`src/rtl/jvm_insn_assembler.sv`:
```
// jvm_insn_assembler: gathers a serial JVM bytecode stream into whole
// instructions (opcode plus the fixed operand bytes listed in the count table)
// and holds each complete record until the translator downstream accepts it.
// Optional feature macro: INSN_PC_EN adds the bytecode PC tracker and the
// flush_pc / insn_pc ports.
module jvm_insn_assembler #(
    parameter int MAX_PARAMS = 16,
    parameter int PC_W       = 16
) (
    input  logic                    clk,
    input  logic                    rst_n,
    input  logic                    flush,
    input  logic [7:0]              byte_in,
    input  logic                    byte_valid,
    output logic                    byte_ready,
    output logic                    insn_valid,
    input  logic                    insn_ready,
    output logic [7:0]              insn_opcode,
    output logic [MAX_PARAMS*8-1:0] insn_params,
`ifdef INSN_PC_EN
    input  logic [PC_W-1:0]         flush_pc,
    output logic [PC_W-1:0]         insn_pc,
`endif
    output logic [4:0]              insn_count
);

    // Width of an operand count; must hold the largest table entry (16).
    localparam int PARAM_LEN = 5;

    localparam logic [1:0] ST_OPC = 2'd0;
    localparam logic [1:0] ST_PAR = 2'd1;
    localparam logic [1:0] ST_OUT = 2'd2;

    // Fixed operand-byte count per opcode. Switch opcodes get a fixed length
    // because alignment padding is resolved elsewhere.
    function automatic logic [PARAM_LEN-1:0] count_rom(input logic [7:0] op);
        logic [PARAM_LEN-1:0] c;
        c = '0;
        case (op) inside
            8'h10, 8'h12, [8'h15:8'h19], [8'h36:8'h3A], 8'hA9, 8'hBC:
                c = PARAM_LEN'(1);
            8'h11, 8'h13, 8'h14, 8'h84, [8'h99:8'hA8], [8'hB2:8'hB8],
            8'hBB, 8'hBD, 8'hC0, 8'hC1, 8'hC6, 8'hC7:
                c = PARAM_LEN'(2);
            8'hC4, 8'hC5:
                c = PARAM_LEN'(3);
            8'hB9, 8'hBA, 8'hC8, 8'hC9:
                c = PARAM_LEN'(4);
            8'hAB:
                c = PARAM_LEN'(8);
            8'hAA:
                c = PARAM_LEN'(16);
            default:
                c = '0;
        endcase
        return c;
    endfunction

    logic [1:0]           r_state;
    logic [7:0]           r_opcode;
    logic [PARAM_LEN-1:0] r_count;
    logic [PARAM_LEN-1:0] r_rem;
    logic [MAX_PARAMS*8-1:0] r_params;

    logic                 w_accept;
    logic                 w_opc_accept;
    logic                 w_par_accept;
    logic [PARAM_LEN-1:0] w_tbl_count;
    logic [PARAM_LEN-1:0] w_idx;

    assign byte_ready   = rst_n & ~flush & (r_state != ST_OUT);
    assign w_accept     = byte_valid & byte_ready;
    assign w_opc_accept = w_accept & (r_state == ST_OPC);
    assign w_par_accept = w_accept & (r_state == ST_PAR);
    assign w_tbl_count  = count_rom(byte_in);
    assign w_idx        = r_count - r_rem;

    assign insn_valid  = (r_state == ST_OUT);
    assign insn_opcode = r_opcode;
    assign insn_count  = r_count;
    assign insn_params = r_params;

    // Sequencer: opcode -> operand collection -> hold record until taken.
    always_ff @(posedge clk or negedge rst_n) begin
        if (!rst_n) begin
            r_state  <= ST_OPC;
            r_opcode <= '0;
            r_count  <= '0;
            r_rem    <= '0;
        end else if (flush) begin
            r_state <= ST_OPC;
            r_rem   <= '0;
        end else begin
            case (r_state)
                ST_OPC: begin
                    if (w_accept) begin
                        r_opcode <= byte_in;
                        r_count  <= w_tbl_count;
                        r_rem    <= w_tbl_count;
                        r_state  <= (w_tbl_count == '0) ? ST_OUT : ST_PAR;
                    end
                end
                ST_PAR: begin
                    if (w_accept) begin
                        r_rem <= r_rem - PARAM_LEN'(1);
                        if (r_rem == PARAM_LEN'(1)) begin
                            r_state <= ST_OUT;
                        end
                    end
                end
                ST_OUT: begin
                    if (insn_ready) begin
                        r_state <= ST_OPC;
                    end
                end
                default: r_state <= ST_OPC;
            endcase
        end
    end

    // One register per operand byte; operands beyond capacity never match an
    // index here, so they are consumed without being stored.
    genvar gi;
    generate
        for (gi = 0; gi < MAX_PARAMS; gi++) begin : g_param
            logic w_wr;
            assign w_wr = w_par_accept & (32'(w_idx) == gi);

            // Clear on a new opcode or flush, capture the matching operand.
            always_ff @(posedge clk or negedge rst_n) begin
                if (!rst_n) begin
                    r_params[8*gi +: 8] <= '0;
                end else if (flush || w_opc_accept) begin
                    r_params[8*gi +: 8] <= '0;
                end else if (w_wr) begin
                    r_params[8*gi +: 8] <= byte_in;
                end
            end
        end
    endgenerate

`ifdef INSN_PC_EN
    logic [PC_W-1:0] r_pc;
    logic [PC_W-1:0] r_insn_pc;

    assign insn_pc = r_insn_pc;

    // Byte-granular PC; the record carries the PC of its opcode byte.
    always_ff @(posedge clk or negedge rst_n) begin
        if (!rst_n) begin
            r_pc      <= '0;
            r_insn_pc <= '0;
        end else if (flush) begin
            r_pc <= flush_pc;
        end else begin
            if (w_accept) begin
                r_pc <= r_pc + PC_W'(1);
            end
            if (w_opc_accept) begin
                r_insn_pc <= r_pc;
            end
        end
    end
`endif

endmodule

```
`config.mk`:
```
export PLATFORM = sky130hd
export DESIGN_NAME = jvm_insn_assembler
export DESIGN_NICKNAME = d
export VERILOG_FILES = /design/src/rtl/jvm_insn_assembler.sv
export SDC_FILE = /design/constraint.sdc
export NUM_CORES = 1
export LEC_CHECK = 0
export ABC_CLOCK_PERIOD_IN_PS = 3900
export BUFFER_PORTS_ARGS = -buffer_cell sky130_fd_sc_hd__buf_2
export CORE_UTILIZATION = 28
export CTS_BUF_LIST = sky130_fd_sc_hd__clkbuf_16
export DETAILED_ROUTE_END_ITERATION = 8
export SYNTH_ARGS = -nofsm -noshare
export SYNTH_HDL_FRONTEND = slang
export SYNTH_SLANG_ARGS = --single-unit
```
`constraint.sdc`:
```
create_clock -name clk -period 3.9 [get_ports clk]
set_clock_uncertainty 0.15 [all_clocks]
set_input_delay 0 -clock clk [delete_from_list [all_inputs] [get_ports clk]]
set_output_delay 0 -clock clk [all_outputs]
set_load 0.01 [all_outputs]
```
* Word level (Yosys, flattened, before mapping)
Index checks and enable logic that the tools add are counted.
** Word-level totals
- Flip-flop bits (word level) :: 148
- Bits of input ports :: 13
- Output and inout port bits :: 143
- Word-level logic and storage cells :: 178
** Operators by class
- $add $sub $neg :: 2
- $lt $le $gt $ge :: 8
- Equal/unequal tests :: 45
- Mux-type cells :: 49
- Bitwise operators :: 22
- Reductions and logical operators :: 32
** Operator list (number)
- 8-bit 2-to-1 mux :: 32
- 8-bit equality test, second input constant :: 17
- 5-bit 2-to-1 mux :: 9
- 5-bit by 4-bit equality test with 1-bit output, second input constant :: 8
- 8-bit by 5-bit equality test with 1-bit output, second input constant :: 5
- 2-bit nonzero test :: 16
- 1-bit bitwise AND :: 21
- 5-bit by 3-bit equality test with 1-bit output, second input constant :: 4
- 8-bit greater-or-equal comparator, second input constant :: 2
- 8-bit less-or-equal comparator, second input constant :: 2
- 2-bit 2-to-1 mux :: 6
- 12-bit OR reduction :: 1
- 5-bit by 1-bit equality test with 1-bit output, second input constant :: 2
- 5-bit by 2-bit equality test with 1-bit output, second input constant :: 2
- 5-bit logical NOT :: 2
- 5-bit case mux with 2 select lines :: 1
- 8-bit by 5-bit greater-or-equal comparator with 1-bit output, second input constant :: 1
- 8-bit by 6-bit greater-or-equal comparator with 1-bit output, second input constant :: 1
- 8-bit by 5-bit less-or-equal comparator with 1-bit output, second input constant :: 1
- 8-bit by 6-bit less-or-equal comparator with 1-bit output, second input constant :: 1
- 3-bit by 2-bit inequality test with 1-bit output, second input constant :: 2
- 3-bit inequality test, second input constant :: 2
- 2-bit case mux with 3 select lines :: 1
- 3-bit AND reduction :: 2
- 14 further kinds :: 17

* Longest topological paths before layout
Gate-level depths: netlist of run 1.
- Depth in word-level cells :: 12
- Depth in mapped cells :: 11
- Depth with buffers taken out :: 10

* Least setup slack after synthesis of run 1
OpenSTA, ideal clock, no wires.
- Path type :: register to register
- From :: register r_count[0], in the netlist insn_count[0]
- To :: register r_params[29], in the netlist insn_params[29]
- Setup time :: 0.137 ns
- Arrival :: 2.364 ns
- Data required time :: 3.613 ns
- Path slack :: 1.249 ns
- Stages on the path, launching flop included :: 12
- Path buffers :: 1
- Clock period less this slack :: 2.651 ns
- Path through :: dfrtp_1 -> inv_1 -> ha_1 -> inv_1 -> fa_1 -> a21o_2 -> a21oi_2 -> xor2_1 -> and4b_1 -> clkbuf_4 -> nand2_2 -> mux2i_1
** Between the ends
- Word-level cells in the longest chain between the ends :: 4
** Ends and longest elaborated chain
- start: declaration :: RTL line 61 : logic [PARAM_LEN-1:0] r_count;
- start signal: assignment :: RTL line 98 : r_count <= w_tbl_count;
- 5-bit subtractor :: RTL line 76 : assign w_idx = r_count - r_rem;
- 5-bit by 2-bit equality test with 1-bit output :: RTL line 127 : assign w_wr = w_par_accept & (32'(w_idx) == gi);
- 1-bit bitwise AND :: RTL line 127
- 2-bit nonzero test (no line)
- end signal: indexed assignment :: RTL line 136 : r_params[8*gi +: 8] <= byte_in;
- end: declaration :: RTL line 63 : logic [MAX_PARAMS*8-1:0] r_params;
Every way passes these cells.
A chain may end at the register's enable or synchronous reset.

* Worst setup path after layout of run 1
- From :: register r_count[0], in the netlist insn_count[0]
- To :: register r_params[2], in the netlist insn_params[2]
** Between the ends
- Word-level cells in the longest chain between the ends :: 4
** Ends and longest elaborated chain (RTL line)
- 5-bit subtractor :: 76
- 5-bit logical NOT :: 127
- 1-bit bitwise AND :: 127
- 2-bit nonzero test (no line)
Every way passes these cells.

==> results of run 1 <==
-- per-layer routing --
metal	vias to the layer above	wire (µm)	track usage, %
met4	0	164	4.35
met1	2505	9100	22.1
met5	-	0	0
li1	2437	-	-
met3	10	1020	3.72
met2	138	9220	25.7
-- sequential cells by signal (all words and copies together) (netlist names) --
| register | flops |
|---|---|
| insn_opcode | 8 |
| r_rem | 5 |
| insn_count | 5 |
| insn_params | 128 |
| r_state | 2 |
-- cell families after synthesis --
logic type	after synthesis	share of synthesized area, %
AOI/OAI and AO/OA	63	5.86
xor gates and xnor gates	6	0.781
adders and majority gates	7	1.41
buffers and inverters	48	2.88
DFF	148	55.0
muxes	119	17.8
and+or+nand+nor	224	16.2
-- worst max-delay path, cell delays in order (launching register included) --
cell and delay, ps:
dfrtp_1 370, inv_1 70, ha_1 160, inv_1 50, fa_1 420, a21o_2 220, a21oi_2 180, xor2_1 260
o2111ai_1 560, nand3_1 260, o21ai_0 110
-- power breakdown --
| group | leakage (nW) | total [mW] | internal, mW | switching (mW) |
|---|---|---|---|---|
| registers | 2.05 | 1.58 | 1.56 | 0.0177 |
| logic | 2.57 | 0.320 | 0.0982 | 0.222 |
| clock network | 0.299 | 1.73 | 1.06 | 0.666 |
| total | 4.92 | 3.63 | 2.73 | 0.906 |
-- placed cells by master, fill, tap and decap left out, types with 4 or more instances in the layout --
cell type	instances
buf_2	154
xnor2_1	4
inv_1	13
bufinv_16	4
nor2_1	12
buf_4	5
nand2_1	135
dlygate4sd3_1	14
nor3_1	5
o21ai_0	29
clkbuf_16	17
dfrtp_1	148
mux2_2	7
nor2b_1	6
nand3_1	22
mux2i_1	112
ha_1	6
nand2_2	11
a21oi_1	8
-- worst min path at each step --
stage                          start              to  slack, ps
after floorplan                rst_n   insn_count[0]       -450
after CTS                 byte_in[1]   insn_count[2]         20
after global routing      byte_in[1]   insn_count[2]         90
after global placement         rst_n  insn_opcode[1]         60
final                     byte_in[1]   insn_count[2]         50
after detailed placement       rst_n  insn_opcode[5]         80
-- per-stage QoR --
step	instances	util (%)	hold WS, ps	setup slack (ps)	total power [mW]
floorplan	615	-	-446	1250	1.79
global placement	1059	33.2	63.3	964	1.92
detailed placement	1059	33.2	82.6	930	1.92
CTS	1105	36.4	24.0	919	3.69
global route	1105	36.4	92.8	595	3.78
finish	1105	36.4	52.6	912	3.63
-- final cells by class --
cell class,instances,area [µm²],area share (%)
multi-input cells,419,2840,33.1
clock inverters,15,188,2.19
repair buffers,175,980,11.4
well taps,319,399,4.65
flip-flops and latches,148,3700,43.2
clock buffers,17,425,4.96
inverters,12,45.0,0.525
-- timing repair --
item	in CTS	in global routing
hold buffers	14	0
hold endpoints to repair	164	0
buffers inserted	0	0
==> results.json, run 1 <==
{
  "fp.dieArea_um2": 24700,
  "critPathLaunchType": "flip-flop",
  "drive_gt1_share_pct": 28.2,
  "drt_iter0_drc": 285,
  "vias": 5090,
  "cp.required_ps": 4000,
  "finalCritPeriodShare_pct": 76.6,
  "reg2reg_depth": 10,
  "setup_viol": 0,
  "synth_top_area_share_pct": 55.0,
  "routed_wl_um": 19500,
  "setup_tns_ps": 0,
  "grt_max_degree": 150,
  "die_height_um": 157,
  "cts_resized": 0,
  "criticalPathCategory": "flip-flop to flip-flop",
  "place_area_um2": 7830,
  "crit_path_end_kind": "flip-flop",
  "gp_congestion": 0.793,
  "max-cap-violations": 0,
  "initial_core_util_pct": 28.6,
  "synth.top_cells.by_area": "dfrtp_1 (55%), mux2i_1 (17%), nand2_1 (7.5%)",
  "hold_viol": 0,
  "avgSynthCellArea_um2": 10.9,
  "cts_buffer_depth": 2,
  "synthArstFlopShare_pct": 100,
  "ios": 156,
  "stdcell_area_um2": 8580,
  "synth.most_common_cell": "dfrtp_1",
  "synth_cells": 615,
  "peakVddDrop_mv": 0.240,
  "synth_warnings": 0,
  "synth_top_area_cell": "dfrtp_1",
  "vias_per_cell": 4.61,
  "antenna_found_initial": 0,
  "die_width_um": 157,
  "dp_hpwl_um": 12700,
  "crit_end": "insn_params[2]",
  "synth-edff-count": 0,
  "fillers": 2416,
  "cp.arrival_ps": 3090,
  "reg2reg_to": "insn_params[2]",
  "grt_overflow": 0,
  "r2r_slack_ps": 910,
  "dr.pass1.iters": 5,
  "max-slew-margin-rel_pct": 29.5,
  "antenna_left": 0,
  "htree_levels": 4,
  "rsz0062_at_grt": "no",
  "rr_startpoint": "insn_count[0]",
  "drc_errors": 0,
  "crit_start": "insn_count[0]",
  "cts_made_buffers": 17,
  "power.leakage_nw": 4.92,
  "ys_ff_latch": 148,
  "yosys_most_used_dff": "dfrtp_1",
  "whs_path_depth": 4,
  "synth.net_count": 635,
  "clk_pin_slew_ps": 60,
  "fmax_mhz": 335,
  "area_delta_synth_final_pct": 27.5,
  "cts.sinks": 148,
  "critical_path.max_fanout": 16,
  "p_per_area_nw_per_um2": 423,
  "cts_tree": "built",
  "tightest_slew_ps": 1060,
  "yosys-top-cells-count": "dfrtp_1 (148), nand2_1 (135), mux2i_1 (112), o21ai_0 (29), clkbuf_1 (26)",
  "cts-root-buf": "clkbuf_16",
  "grt_first_pass_wirelength_um": 29500,
  "grt_pass1_vias": 4855,
  "fin_crit_ps": 2990,
  "row_count": 56,
  "slew_viol_final": 0,
  "diodes": 0,
  "clock_latency_ps": 420,
  "port_buffers": 155,
  "yosysSeqAreaShare_pct": 55.0,
  "yosysUniqueCellTypes": 61,
  "status": "finished clean",
  "syn_area_um2": 6730,
  "grt_usage_pct": 16.2,
  "nNetsFinal": 793,
  "wl_per_cell_um": 17.6,
  "core_um2": 23500,
  "hp-class": "input port to flip-flop"
}
Note: power is estimated with default switching activity, not from simulation.
==> run 2, diff against run 1 <==
--- a/config.mk
+++ b/config.mk
@@ -5,7 +5,7 @@
 export SDC_FILE = /design/constraint.sdc
 export NUM_CORES = 1
 export LEC_CHECK = 0
-export ABC_CLOCK_PERIOD_IN_PS = 3900
+export ABC_CLOCK_PERIOD_IN_PS = 2800
 export BUFFER_PORTS_ARGS = -buffer_cell sky130_fd_sc_hd__buf_2
 export CORE_UTILIZATION = 28
 export CTS_BUF_LIST = sky130_fd_sc_hd__clkbuf_16
==> constraint.sdc (replaced) <==
create_clock -name clk -period 2.8 [get_ports clk]
set_clock_uncertainty 0.15 [all_clocks]
set_input_delay 0 -clock clk [delete_from_list [all_inputs] [get_ports clk]]
set_output_delay 0 -clock clk [all_outputs]
set_load 0.01 [all_outputs]
==> run 2 against run 1 <==
  * Cell count grew 1.2%
  * Clock power increased by 42%
  * Sequential power is 39% higher
  * Register-to-register slack got worse by 790 ps
  * Combinational power increased by 51%
  * Critical path type unchanged
==> results.json, run 2 (same netlist as run 1, synthesis figures left out) <==
{
  "peakVddDrop_mv": 0.336,
  "finalCritPeriodShare_pct": 95.7,
  "critical_path.max_fanout": 8,
  "whs_ps": 54.3,
  "clock_latency_ps": 420,
  "reg2reg_to": "insn_params[6]",
  "die_height_um": 157,
  "path_cells": "inv_1, ha_1, inv_1, fa_1, a21o_2, a21oi_4, xor2_1, buf_4, o2111ai_2, buf_2, o21ai_0",
  "cp.arrival_ps": 2860,
  "whs_path_depth": 4,
  "fmax_mhz": 373,
  "area_delta_synth_final_pct": 30.9,
  "nNetsFinal": 806,
  "vias": 5152,
  "core_um2": 23500,
  "criticalPathCategory": "flip-flop to flip-flop",
  "max_stage_delay_ps": 390,
  "htree_levels": 4,
  "dp_hpwl_um": 13000,
  "final_cell_mix": "buf_2 (155), dfrtp_1 (148), nand2_1 (134)",
  "power.leakage_nw": 5.06,
  "dr.pass1.iters": 4,
  "tightest_slew_ps": 833,
  "setup_viol": 0,
  "cts_made_buffers": 17,
  "grt_max_degree": 150,
  "worstHoldStart": "byte_in[1]",
  "routed_wl_um": 19800,
  "port_buffers": 155,
  "p_per_area_nw_per_um2": 585,
  "wl_per_cell_um": 17.7,
  "stdcell_area_um2": 8810,
  "status": "finished clean",
  "r2r_slack_ps": 120,
  "drc_errors": 0,
  "clk_pin_slew_ps": 60,
  "hp-class": "input port to flip-flop",
  "drive_gt1_share_pct": 30.8,
  "ios": 156,
  "antenna_found_initial": 0,
  "drt_iter0_drc": 232,
  "antenna_left": 0,
  "max-slew-margin-rel_pct": 44.5,
  "initial_core_util_pct": 28.6,
  "cp.required_ps": 2980,
  "finalPower_mw": 5.15,
  "hold_viol": 0,
  "path_common_cell": "inv_1",
  "grt_usage_pct": 16.3,
  "gp_congestion": 0.802,
  "fp.dieArea_um2": 24700,
  "grt_first_pass_wirelength_um": 29900,
  "fin_crit_ps": 2680,
  "multi_input_area_um2": 2930,
  "row_count": 56,
  "cts.sinks": 148,
  "pre_cts_ws_ps": -38.5,
  "place_area_um2": 7900,
  "grt_pass1_vias": 5028,
  "diodes": 0,
  "rr_startpoint": "insn_count[0]",
  "critPathSlowestCell": "fa_1",
  "largest_reg_flops": 128,
  "cts_tree": "built",
  "rsz0062_at_grt": "yes",
  "min_to": "insn_count[2]",
  "slew_viol_final": 0,
  "die_width_um": 157,
  "final_common_cell": "buf_2",
  "reg2reg_depth": 11,
  "fillers": 2396,
  "max-cap-violations": 0,
  "cts_buffer_depth": 2,
  "vias_per_cell": 4.61,
  "grt_overflow": 0,
  "cts-root-buf": "clkbuf_16",
  "setup_slack_ps": 120,
  "seq_area_um2": 3700,
  "crit_path_end_kind": "flip-flop",
  "critPathLaunchType": "flip-flop"
}
==> run 2: cell types whose count changed in the layout (fill, tap and decap cells not counted), moves of 3 or more <==
cell,before,now
nand2_2,11,7
buf_6,1,4
buf_4,5,13
nand2_4,2,7
==> run 2: final cells by class <==
class,instances,area share (%)
flip-flops and latches,148,42.1
clock inverters,15,2.33
inverters,12,0.511
well taps,319,4.53
repair buffers,188,12.5
multi-input cells,419,33.3
clock buffers,17,4.83
==> run 2: worst max-delay path: cells and delay by family (launching register included) <==
kind | cells | cell delay, ps
DFF | 1 | 370
AOI/OAI and AO/OA | 4 | 790
buffers and inverters | 4 | 530
adders and majority gates | 2 | 560
xor gates and xnor gates | 1 | 200
==> run 2: how the worst max path moves through the flow <==
stage / start / to / slack, ps / depth (start not counted)
after floorplan: insn_count[0] / insn_params[29] / 150 / 11
after global placement: insn_count[0] / insn_params[105] / 30 / 10
after detailed placement: insn_count[0] / insn_params[105] / -40 / 10
after CTS: insn_count[0] / insn_params[65] / 20 / 9
after global routing: insn_count[0] / insn_params[1] / -30 / 12
final: insn_count[0] / insn_params[6] / 120 / 11
==> run 2: report_power, final <==
part | internal (mW) | switching [mW]
sequential | 2.18 | 0.0258
clock | 1.50 | 0.963
combinational | 0.156 | 0.328
total | 3.83 | 1.32
==> run 2: metrics by stage <==
stage / cells / util (%) / TNS (ps)
2_1_floorplan: 615 / - / 0
3_3_place_gp: 1069 / 33.6 / 0
3_5_place_dp: 1069 / 33.6 / -513
4_1_cts: 1116 / 36.9 / 0
5_1_grt: 1118 / 37.4 / -52.5
6_report: 1118 / 37.4 / 0
==> run 2: what timing repair did <==
| item | in CTS | in global routing |
|---|---|---|
| hold buffers | 14 | 0 |
| pin swaps | 1 | 1 |
| setup buffers | 1 | 1 |
| endpoints found under the hold margin | 165 | 0 |
| gates resized for setup | 2 | 20 |
| gates cloned | 0 | 1 |
| endpoints found under the setup margin | 44 | 93 |
==> run 2: layer usage <==
layer	wire (µm)	global-route usage (%)
met5	0	0
met4	160	4.30
met3	880	3.96
met2	9390	25.9
met1	9380	22.1
